### src/rtl/wb_stage_pkg.sv
// Shared definitions for the write-back stage: data/register widths,
// load size encodings and the FSM state type.
package wb_stage_pkg;

  localparam int REG_AW = 5;
  localparam int DATA_W = 64;

  typedef enum logic [1:0] {
    LD_B = 2'd0,
    LD_H = 2'd1,
    LD_W = 2'd2,
    LD_D = 2'd3
  } ld_size_e;

  typedef enum logic {
    S_IDLE      = 1'b0,
    S_WAIT_LOAD = 1'b1
  } wb_state_e;

endpackage

### src/rtl/wb_stage_load_align.sv
// Load alignment: picks the addressed byte/half/word/doubleword out of an
// 8-byte-aligned bus doubleword and sign- or zero-extends it to 64 bits.
// Ports:
//   rdata       in  64  aligned doubleword from the data bus
//   addr_lo     in  3   load byte address bits [2:0]
//   size        in  2   LD_B/LD_H/LD_W/LD_D
//   is_unsigned in  1   zero-extend instead of sign-extend
//   value       out 64  extended load result
// Misaligned H/W addresses are not trapped here; the sub-size address bits
// are simply dropped, and D ignores addr_lo entirely.
module wb_stage_load_align
  import wb_stage_pkg::*;
(
  input  logic [DATA_W-1:0] rdata,
  input  logic [2:0]        addr_lo,
  input  logic [1:0]        size,
  input  logic              is_unsigned,
  output logic [DATA_W-1:0] value
);

  logic [7:0]  b_val;
  logic [15:0] h_val;
  logic [31:0] w_val;

  always_comb begin
    b_val = rdata[{addr_lo, 3'b000} +: 8];
    h_val = rdata[{addr_lo[2:1], 4'b0000} +: 16];
    w_val = rdata[{addr_lo[2], 5'b00000} +: 32];
    value = rdata;
    case (ld_size_e'(size))
      LD_B:    value = {{56{~is_unsigned & b_val[7]}}, b_val};
      LD_H:    value = {{48{~is_unsigned & h_val[15]}}, h_val};
      LD_W:    value = {{32{~is_unsigned & w_val[31]}}, w_val};
      default: value = rdata;
    endcase
  end

endmodule

### src/rtl/wb_stage.sv
// Write-back stage: retires LSU results into the single register-file write
// port. Non-loads write one cycle after acceptance; loads park in WAIT_LOAD
// until the data bus returns, then write one cycle after dbus_rvalid.
// The registered (wb_i_rd, wb_i_rf_we, wb_i_rd_dat) triple doubles as the WB
// forwarding broadcast, so x0 is never written.
// Ports:
//   clk, rst                 core clock, async active-high reset
//   lsu_o_*                  retiring instruction offered by the LSU stage
//   wb_o_ready               stage accepts this cycle (IDLE)
//   dbus_rvalid, dbus_rdata  load data return (one-cycle pulse)
//   wb_i_rd/rf_we/rd_dat     register-file write port / WB broadcast
//   wb_o_load_stall          a load is outstanding
//   wb_o_pend_rd             rd of the outstanding load
// Optional feature macro WB_DIFFTEST_EN adds wb_o_commit / wb_o_commit_pc,
// pulsing with the PC on every retiring write cycle.
//
// state       | meaning
// S_IDLE      | ready; accepts any instruction from the LSU
// S_WAIT_LOAD | load accepted, waiting for dbus_rvalid
module wb_stage
  import wb_stage_pkg::*;
(
  input  logic              clk,
  input  logic              rst,
  input  logic              lsu_o_valid,
  input  logic [REG_AW-1:0] lsu_o_rd,
  input  logic              lsu_o_rf_we,
  input  logic [DATA_W-1:0] lsu_o_rd_dat,
  input  logic              lsu_o_is_load,
  input  logic [1:0]        lsu_o_ld_size,
  input  logic              lsu_o_ld_unsigned,
  input  logic [2:0]        lsu_o_addr_lo,
  input  logic [DATA_W-1:0] lsu_o_pc,
  output logic              wb_o_ready,
  input  logic              dbus_rvalid,
  input  logic [DATA_W-1:0] dbus_rdata,
  output logic [REG_AW-1:0] wb_i_rd,
  output logic              wb_i_rf_we,
  output logic [DATA_W-1:0] wb_i_rd_dat,
  output logic              wb_o_load_stall,
  output logic [REG_AW-1:0] wb_o_pend_rd
`ifdef WB_DIFFTEST_EN
  ,
  output logic              wb_o_commit,
  output logic [DATA_W-1:0] wb_o_commit_pc
`endif
);

  wb_state_e         state;
  logic [REG_AW-1:0] ld_rd;
  logic              ld_we;
  ld_size_e          ld_size;
  logic              ld_unsigned;
  logic [2:0]        ld_addr_lo;
  logic [DATA_W-1:0] ld_value;

`ifdef WB_DIFFTEST_EN
  logic [DATA_W-1:0] ld_pc;
`else
  logic              unused_pc;
  assign unused_pc = ^lsu_o_pc;
`endif

  assign wb_o_ready = (state == S_IDLE);

  wb_stage_load_align u_load_align (
    .rdata       (dbus_rdata),
    .addr_lo     (ld_addr_lo),
    .size        (ld_size),
    .is_unsigned (ld_unsigned),
    .value       (ld_value)
  );

  always_ff @(posedge clk or posedge rst) begin
    if (rst) begin
      state           <= S_IDLE;
      ld_rd           <= '0;
      ld_we           <= 1'b0;
      ld_size         <= LD_B;
      ld_unsigned     <= 1'b0;
      ld_addr_lo      <= '0;
      wb_i_rd         <= '0;
      wb_i_rf_we      <= 1'b0;
      wb_i_rd_dat     <= '0;
      wb_o_load_stall <= 1'b0;
      wb_o_pend_rd    <= '0;
`ifdef WB_DIFFTEST_EN
      ld_pc           <= '0;
      wb_o_commit     <= 1'b0;
      wb_o_commit_pc  <= '0;
`endif
    end else begin
      // Write enable and commit are single-cycle pulses.
      wb_i_rf_we <= 1'b0;
`ifdef WB_DIFFTEST_EN
      wb_o_commit <= 1'b0;
`endif
      case (state)
        S_IDLE: begin
          if (lsu_o_valid) begin
            if (lsu_o_is_load) begin
              ld_rd           <= lsu_o_rd;
              ld_we           <= lsu_o_rf_we;
              ld_size         <= ld_size_e'(lsu_o_ld_size);
              ld_unsigned     <= lsu_o_ld_unsigned;
              ld_addr_lo      <= lsu_o_addr_lo;
              wb_o_load_stall <= 1'b1;
              wb_o_pend_rd    <= lsu_o_rd;
              state           <= S_WAIT_LOAD;
`ifdef WB_DIFFTEST_EN
              ld_pc           <= lsu_o_pc;
`endif
            end else begin
              wb_i_rd     <= lsu_o_rd;
              wb_i_rd_dat <= lsu_o_rd_dat;
              wb_i_rf_we  <= lsu_o_rf_we && (lsu_o_rd != '0);
`ifdef WB_DIFFTEST_EN
              wb_o_commit    <= 1'b1;
              wb_o_commit_pc <= lsu_o_pc;
`endif
            end
          end
        end
        S_WAIT_LOAD: begin
          if (dbus_rvalid) begin
            wb_i_rd         <= ld_rd;
            wb_i_rd_dat     <= ld_value;
            wb_i_rf_we      <= ld_we && (ld_rd != '0);
            wb_o_load_stall <= 1'b0;
            wb_o_pend_rd    <= '0;
            state           <= S_IDLE;
`ifdef WB_DIFFTEST_EN
            wb_o_commit    <= 1'b1;
            wb_o_commit_pc <= ld_pc;
`endif
          end
        end
        default: state <= S_IDLE;
      endcase
    end
  end

endmodule

### config.mk
export PLATFORM = sky130hd
export DESIGN_NAME = wb_stage
export DESIGN_NICKNAME = d
export VERILOG_FILES = /design/src/rtl/wb_stage_pkg.sv /design/src/rtl/wb_stage_load_align.sv /design/src/rtl/wb_stage.sv
export SDC_FILE = /design/constraint.sdc
export NUM_CORES = 1
export LEC_CHECK = 0
export ABC_AREA = 1
export CAP_MARGIN = 5
export CORE_UTILIZATION = 37
export CTS_CLUSTER_DIAMETER = 80
export CTS_CLUSTER_SIZE = 30
export DETAILED_ROUTE_END_ITERATION = 10
export PLACE_DENSITY = 0.77
export REMOVE_ABC_BUFFERS = 1
export SYNTH_ARGS = -nofsm -noshare
export SYNTH_HDL_FRONTEND = slang
export SYNTH_SLANG_ARGS = --single-unit
### constraint.sdc
create_clock -name clk -period 2.9 [get_ports clk]
set_clock_uncertainty 0.15 [all_clocks]
set_input_delay 0.29 -clock clk [delete_from_list [all_inputs] [get_ports clk]]
set_output_delay 0.29 -clock clk [all_outputs]
set_load 0.005 [all_outputs]
# After elaboration in Yosys (flattened, before gate mapping)
# Cells that the tools add are included.
# classes
eq_ne	6
n_shift	3
mux	25
n_bitwise	5
reduce_logical	8
# ops
cell	count
$mux W64	3
$pmux W64 S3	1
$pmux W64 S2	1
$shiftx A64 B7 Y16	1
$shiftx A64 B7 Y32	1
$shiftx A64 B7 Y8	1
$mux W5	6
$pmux W5 S2	2
$reduce_bool A5 Y1	2
$mux W1	9
$reduce_and A3 Y1	3
$ne A2 B2 Y1 const B	4
$pmux W1 S2	3
$and A1 B1 Y1	3
$eq A2 B1 Y1 const B	1
$eq A2 B2 Y1 const B	1
$logic_and A1 B1 Y1	2
$logic_not A2 Y1	1
$not A1 Y1	2
# totals
regBits	89
input_bits	209
output_inout_bits	77
elab_cells	58

# Logic depth before layout (Yosys ltp)
# Gate-level depths: netlist of run 1.
# logic_depth
depth_word	5
ltp_mapped	12
depth_no_buf	11

# By module
# A second synthesis of run 1 with hierarchy kept.
# hier_totals
cells_unflattened	1156
area_unflattened_um2	7098.1
# by_module_without_submodules
mod	n_inst	cells_per_inst	area_per_inst_um2	seq_area_each_um2
wb_stage	1	616	4416.7	2227.1
wb_stage_load_align	1	540	2681.3	0.0

# Worst setup path after synthesis of run 1
# OpenSTA, ideal clock, no wires.
# synth_path
path_type	register -> register
from	reg ld_addr_lo[2]
to	reg wb_i_rd_dat[21]
setup_time_ns	0.122
arrival_ns	1.460
t_required_ns	2.628
slack_ns	1.168
path_stages_with_launch	11
path_buffers	3
synth_period_minus_slack_ns	1.732
path_cell_list	dfrtp_1 -> buf_4 -> inv_1 -> buf_2 -> nor2_1 -> buf_2 -> a21oi_1 -> nor2_1 -> nand2_1 -> nand2_1 -> a21oi_1
# synth_between
elab_chain_cells	5
elab_cells_between_ends	8
classes_between	shift: 3; mux: 3; bitwise: 2
# synth_lines
item	line	rtl
from (decl)	wb_stage.sv:54	logic [2:0] ld_addr_lo;
from (signal assigned)	wb_stage.sv:106	ld_addr_lo <= lsu_o_addr_lo;
$shiftx A64 B7 Y16 / $shiftx A64 B7 Y8 (equally long branches)	wb_stage_load_align.sv:27, wb_stage_load_align.sv:26	
$and A1 B1 Y1, on equally long branches	wb_stage_load_align.sv:32, wb_stage_load_align.sv:31	
$pmux W64 S3 (*)	wb_stage_load_align.sv:30	case (ld_size_e'(size))
$mux W64 (*)	wb_stage.sv:125	if (dbus_rvalid) begin
$pmux W64 S2 (*)	wb_stage.sv:98	case (state)
to (signal assigned)	wb_stage.sv:115	wb_i_rd_dat <= lsu_o_rd_dat;
to (signal assigned)	wb_stage.sv:127	wb_i_rd_dat <= ld_value;
to (decl)	wb_stage.sv:39	output logic [DATA_W-1:0] wb_i_rd_dat,
# Every way passes the cells marked *; elsewhere a longest branch is shown, timed or not. The select of a mux whose other input is x is not followed.
# A chain may end at the register's enable or synchronous reset.

# Worst setup path after layout of run 1
# layout_path
from	reg ld_size[1]
to	reg wb_i_rd_dat[61]
# layout_between
elab_chain_cells	4
elab_cells_between_ends	6
classes_between	eq/ne: 2; mux: 3; reduce/logical: 1
# layout_lines
item	line	rtl
from (decl)	wb_stage.sv:52	ld_size_e ld_size;
from (signal assigned)	wb_stage.sv:104	ld_size <= ld_size_e'(lsu_o_ld_size);
$eq A2 B2 Y1 (tied with other cells)	wb_stage_load_align.sv:30	
$pmux W64 S3 (*)	wb_stage_load_align.sv:30	
$mux W64 (*)	wb_stage.sv:125	
$pmux W64 S2 (*)	wb_stage.sv:98	
# Marks and branches as above.

==> results of run 1 <==
[cell families after synthesis]
family	share of synthesized area
AND/OR/NAND/NOR	0.3410
AO/OA/AOI/OAI	0.1892
buffers and inverters	0.08139
flip-flops	0.3884
[metal layers]
metal  GRT usage  vias to the layer above  share of wire
met5           0                        -              0
met4      0.1198                        0          0.027
met3     0.04892                       37          0.078
met2      0.4501                      302           0.46
met1      0.3599                     3120           0.43
li1            -                     3330              -
[layout by cell type (no fill, tap or decap), drive strengths merged]
master / n
o21ai: 108
inv: 57
nand3: 61
a31oi: 5
buf: 28
dfrtp: 89
nor3b: 1
clkbuf: 12
a21oi: 101
bufinv: 1
clkdlybuf4s50: 221
nand2: 262
nor3: 2
clkinv: 2
nor2: 165
o211ai: 1
clkinvlp: 1
[report_power, final]
group          internal (mW)  leakage (nW)  switching [mW]
clock                  0.716         0.149           0.522
combinational           1.14          2.75            1.22
sequential              1.56          1.07           0.204
total                   3.41          3.96            1.95
[critical path, delay by kind of cell, from the launching register on]
family                 cells  cell delay (ps)
AND/OR/NAND/NOR            5              910
flip-flops                 1              470
buffers and inverters      2              560
AO/OA/AOI/OAI              2              310
[registers in the layout (all words and copies together), names as in the netlist]
signal           count
ld_addr_lo           3
wb_i_rf_we           1
state                1
wb_o_load_stall      1
ld_we                1
ld_unsigned          1
wb_o_pend_rd         5
ld_size              2
wb_i_rd              5
wb_i_rd_dat         64
ld_rd                5
[layout make-up]
| cell class | instances | area, um2 |
|---|---|---|
| fillers | 1476 | 6640 |
| flip-flops and latches | 89 | 2228 |
| clock inverters | 4 | 51.30 |
| multi-input cells | 706 | 3045 |
| clock buffers | 12 | 256.5 |
| inverters | 57 | 216.5 |
| well taps | 188 | 235.2 |
| repair buffers | 249 | 2472 |
[worst max-delay path by stage]
| stage | endpoint | slack [ps] |
|---|---|---|
| after floorplan | wb_i_rd[0] | -2410 |
| after global placement | wb_i_rd_dat[50] | 420 |
| final | wb_i_rd_dat[61] | 420 |
| after CTS | wb_i_rd_dat[61] | 420 |
| after global routing | wb_i_rd_dat[61] | 220 |
| after detailed placement | wb_i_rd_dat[61] | 420 |
[through the flow]
stage | setup slack (ps) | utilization
6_report | 417.4 | 0.5616
5_1_grt | 221.3 | 0.5616
4_1_cts | 422.1 | 0.5616
3_5_place_dp | 420.9 | 0.5413
3_3_place_gp | 419.0 | 0.5413
2_1_floorplan | -2407 | -
==> results.ini, run 1 <==
[outcome]
outcome = complete, no violations

[final_layout]
fin_area_um2 = 8506
antenna_cells = 0
instances_no_fill = 1305
nets = 1321
drive_above_1_share = 0.04655
area_growth_pct = 48.33

[clocking]
root_buffer = clkbuf_16
cts_tree = done
cts_resized = 0
cts_made_buffers = 9
postCtsSetupBuffers = 0
clock_sinks = 89
clk_latency_ps = 360
htree_levels = 3
hold_buffers = 0
cts.clk_slew.worst_paths_ps = 70
clk_path_buf_depth = 2

[logic_synthesis]
synth_cells = 912
synth_area_um2 = 5734
synth-async-reset-ratio = 1.000
synth-seq-cells = 89
yosys-top-cells-area = dfrtp_1, nand2_1, nor2_1
yosysTopAreaCell = dfrtp_1
synth_enable_flop_cells = 0
avgSynthCellArea_um2 = 6.288
synth_ff_type = dfrtp_1
yosysMostFrequentCell = nand2_1
synth_commonest_cells = nand2_1, nor2_1, a21oi_1, o21ai_0, dfrtp_1
synth_top_area_frac = 0.3884
synth_cell_type_count = 20
ys_warn_count = 0
yosysSeqAreaShare = 0.3884

[pwr]
power.total_mw = 5.361
ir_drop_mv = 0.3624
p_leak_nw = 3.962
power_density_nw_per_um2 = 630.3

[global_route]
grt_pass1_vias = 6371
grt.overflow.total = 0
grt_pass1_wl_mm = 34.07
antenna_found_initial = 1
track_usage = 0.2761
grt_max_degree = 51

[critical_path]
worst-setup-path-type = reg2reg
reg2regPathDepth = 9
r2r_end = wb_i_rd_dat[61]
worst_ep_arrival_time_ps = 2630
r2r_slack_ps = 420
crit_chain = inv_1, nor2_4, o211ai_1, nor2_1, nor2_1, nand2_1, buf_4, o21ai_0, nand2_1
critPathLaunch = ld_size[1]
r2r-start = ld_size[1]
max_stage_delay_ps = 470
critPathSlowestCell = dfrtp_1
critPathCaptureType = flop
start_kind = flop
cp_max_fo = 22
crit_required_ps = 3040

[sta]
slew_viol_final = 0
hold_slack_ps = 85.06
relSlewSlack = 0.4198
period_share = 0.8561
tightest_slew_ps = 869.4
setup_viol = 0
min_period_ps = 2483
rsz0062_at_grt = no
finalHoldViolations = 0
tns_ps = 0
fmax_mhz = 402.8

[detailed_routing]
drt_wl_total_mm = 21.71
via_per_inst = 5.202
dr.pass1.iters = 5
drtAntennaViolNets = 0
num_vias = 6789
drcViolationCount = 0
wire_per_inst_um = 16.64
drtIter0Drc = 582

[run]
cap_violations = 0

[floorplan]
die_x_um = 126.5
coreArea_um2 = 15150
pin_count = 286
row_count = 45
start_util = 0.3786
dieArea_um2 = 16000
die_h_um = 126.5

[placed_design]
place_area_um2 = 8198
place.gp.congestion = 0.8960
place_hpwl_mm = 15.51
placed_cells = 1289
io_buffer_count = 221

[hold_path]
worstHoldPathType = in2async

(Power assumes the default switching activity.)
==> inputs of run 2 (changes only) <==
--- a/config.mk
+++ b/config.mk
@@ -9,7 +9,6 @@
 export CAP_MARGIN = 5
 export CORE_UTILIZATION = 37
 export CTS_CLUSTER_DIAMETER = 80
-export CTS_CLUSTER_SIZE = 30
 export DETAILED_ROUTE_END_ITERATION = 10
 export PLACE_DENSITY = 0.77
 export REMOVE_ABC_BUFFERS = 1
==> results of run 2 <==
No change in the layout: final DEF, timing and power equal those of run 1.
==> inputs of run 3 (changes only) <==
--- a/config.mk
+++ b/config.mk
@@ -8,7 +8,9 @@
 export ABC_AREA = 1
 export CAP_MARGIN = 5
 export CORE_UTILIZATION = 37
+export CTS_BUF_LIST = sky130_fd_sc_hd__clkbuf_8 sky130_fd_sc_hd__clkbuf_16
 export CTS_CLUSTER_DIAMETER = 80
+export CTS_CLUSTER_SIZE = 25
 export DETAILED_ROUTE_END_ITERATION = 10
 export PLACE_DENSITY = 0.77
 export REMOVE_ABC_BUFFERS = 1
==> run 3 against run 2 <==
Effect of this change:
- maximum frequency shrank 1.2%
- non-clock buffer count is the same
- via count shrank 0.19%
- core utilization is the same
- final area is the same
- highest routed layer unchanged
- first-iteration DRC count grew 0.17%
- global-route usage is the same
- die area is the same
==> results.ini, run 3 (synthesis results as in run 1) <==
[placed_design]
place_area_um2 = 8198  ; unchanged
io_buffer_count = 221  ; unchanged
place_hpwl_mm = 15.51  ; unchanged
placed_cells = 1289  ; unchanged
dp_slack_ps = 420.9  ; unchanged
place.gp.congestion = 0.8960  ; unchanged

[global_route]
grt.overflow.total = 0  ; unchanged
grt_pass1_wl_mm = 34.07  ; unchanged
track_usage = 0.2761  ; unchanged
grt_pass1_vias = 6372  ; +0.016%
antenna_found_initial = 1  ; unchanged
grt_max_degree = 51  ; unchanged

[clocking]
htree_levels = 3  ; unchanged
hold_buffers = 0  ; unchanged
clk_latency_ps = 360  ; about the same
clk_path_buf_depth = 2  ; unchanged
postCtsSetupBuffers = 0  ; unchanged
clock_sinks = 89  ; unchanged
cts.clk_slew.worst_paths_ps = 70  ; about the same
root_buffer = clkbuf_16
cts_made_buffers = 9  ; unchanged
cts_tree = done
cts_resized = 0  ; unchanged

[final_layout]
area_growth_pct = 48.33  ; unchanged
antenna_cells = 0  ; unchanged
layout_common_cells = nand2_1, clkdlybuf4s50_1, nor2_1
largest_register = wb_i_rd_dat
fin_area_um2 = 8506  ; unchanged
final_common_cell = nand2_1
drive_above_1_share = 0.04655  ; unchanged
instances_no_fill = 1305  ; unchanged
utilization = 0.5616  ; unchanged
largest_reg_flops = 64  ; unchanged
nets = 1321  ; unchanged

[detailed_routing]
dr.pass1.iters = 6  ; +1
wl_met2_mm = 10.06  ; about the same
drtAntennaViolNets = 0  ; unchanged
num_vias = 6776  ; -0.19%
drcViolationCount = 0  ; unchanged
wire_per_inst_um = 16.65  ; about the same
drtIter0Drc = 583  ; +0.17%
via_per_inst = 5.192  ; -0.19%
drt_wl_total_mm = 21.73  ; about the same
maxUsedRoutingLayer = met4
met1_length_mm = 9.425  ; +0.45%
route.met3.wl_mm = 1.614  ; -4.3%

[sta]
period_share = 0.8667  ; +0.01062
min_period_ps = 2513  ; +30.80 ps
fin_ws_ps = 386.6  ; -30.80 ps
slew_viol_final = 0  ; unchanged
hold_slack_ps = 88.03  ; +2.970 ps
fmax_mhz = 397.9  ; -1.2%
finalHoldViolations = 0  ; unchanged
setup_viol = 0  ; unchanged
rsz0062_at_grt = no
tns_ps = 0  ; unchanged
tightest_slew_ps = 885.3  ; +15.96 ps
relSlewSlack = 0.4091  ; -0.01065

[critical_path]
worst-setup-path-type = reg2reg
critPathCaptureType = flop
worst_ep_arrival_time_ps = 2660  ; +30 ps
crit_family = simple AND/OR/NAND/NOR gates
start_kind = flop
critPathSlowestCell = dfrtp_1
cp_max_fo = 22  ; unchanged
crit_required_ps = 3050  ; about the same
crit_chain = inv_1, nor2_4, o211ai_1, nor2_1, nor2_1, nand2_1, buf_4, o21ai_0, nand2_1
max_stage_delay_ps = 480  ; about the same
worstPathBufferInverterCount = 2  ; unchanged

[pwr]
p_leak_nw = 3.966  ; +0.10%
ir_drop_mv = 0.3641  ; +0.46%
power_density_nw_per_um2 = 629.7  ; about the same
power.total_mw = 5.356  ; about the same

[floorplan]
row_count = 45  ; unchanged
start_util = 0.3786  ; unchanged
coreArea_um2 = 15150  ; unchanged
pin_count = 286  ; unchanged
dieArea_um2 = 16000  ; unchanged
die_x_um = 126.5  ; unchanged
die_h_um = 126.5  ; unchanged

[outcome]
outcome = complete, no violations

[run]
cap_violations = 0  ; unchanged

[hold_path]
worstHoldPathType = in2async

==> run 3: cell count changes in the layout (fill, tap and decap cells not counted) <==
cell      previous run  this run
inv_1               54        55
clkbuf_1             1         0
==> run 3: final cells by class <==
cell class	instances	area, um2
fill	1476	6640
sequential	89	2228
timing repair buffer	249	2472
inverter	57	216.5
tap	188	235.2
clock inverter	5	55.05
multi-input combinational	706	3045
clock buffer	11	252.7
==> run 3: final timing paths <==
| check | cells past startpoint | slack (ps) | from | endpoint |
|---|---|---|---|---|
| hold reg to reg | 2 | 330 | wb_i_rd_dat[41] | wb_i_rd_dat[41] |
| min in group clk | 2 | 330 | wb_i_rd_dat[41] | wb_i_rd_dat[41] |
| setup reg to reg | 9 | 390 | ld_size[1] | wb_i_rd_dat[61] |
| setup / recovery | 9 | 390 | ld_size[1] | wb_i_rd_dat[61] |
| max in group asynchronous | 3 | 1810 | rst | state |
| hold / removal | 2 | 90 | rst | wb_i_rd_dat[22] |
==> run 3: routing by layer <==
layer / global-route usage / vias up
met5: 0 / -
met4: 0.1198 / 0
met3: 0.04892 / 42
met2: 0.4501 / 279
met1: 0.3599 / 3126
li1: - / 3329
==> run 3: where the power goes <==
| part | switching (mW) | internal [mW] | leakage [nW] |
|---|---|---|---|
| Sequential | 0.205 | 1.56 | 1.07 |
| Combinational | 1.22 | 1.14 | 2.75 |
| Clock | 0.521 | 0.712 | 0.153 |
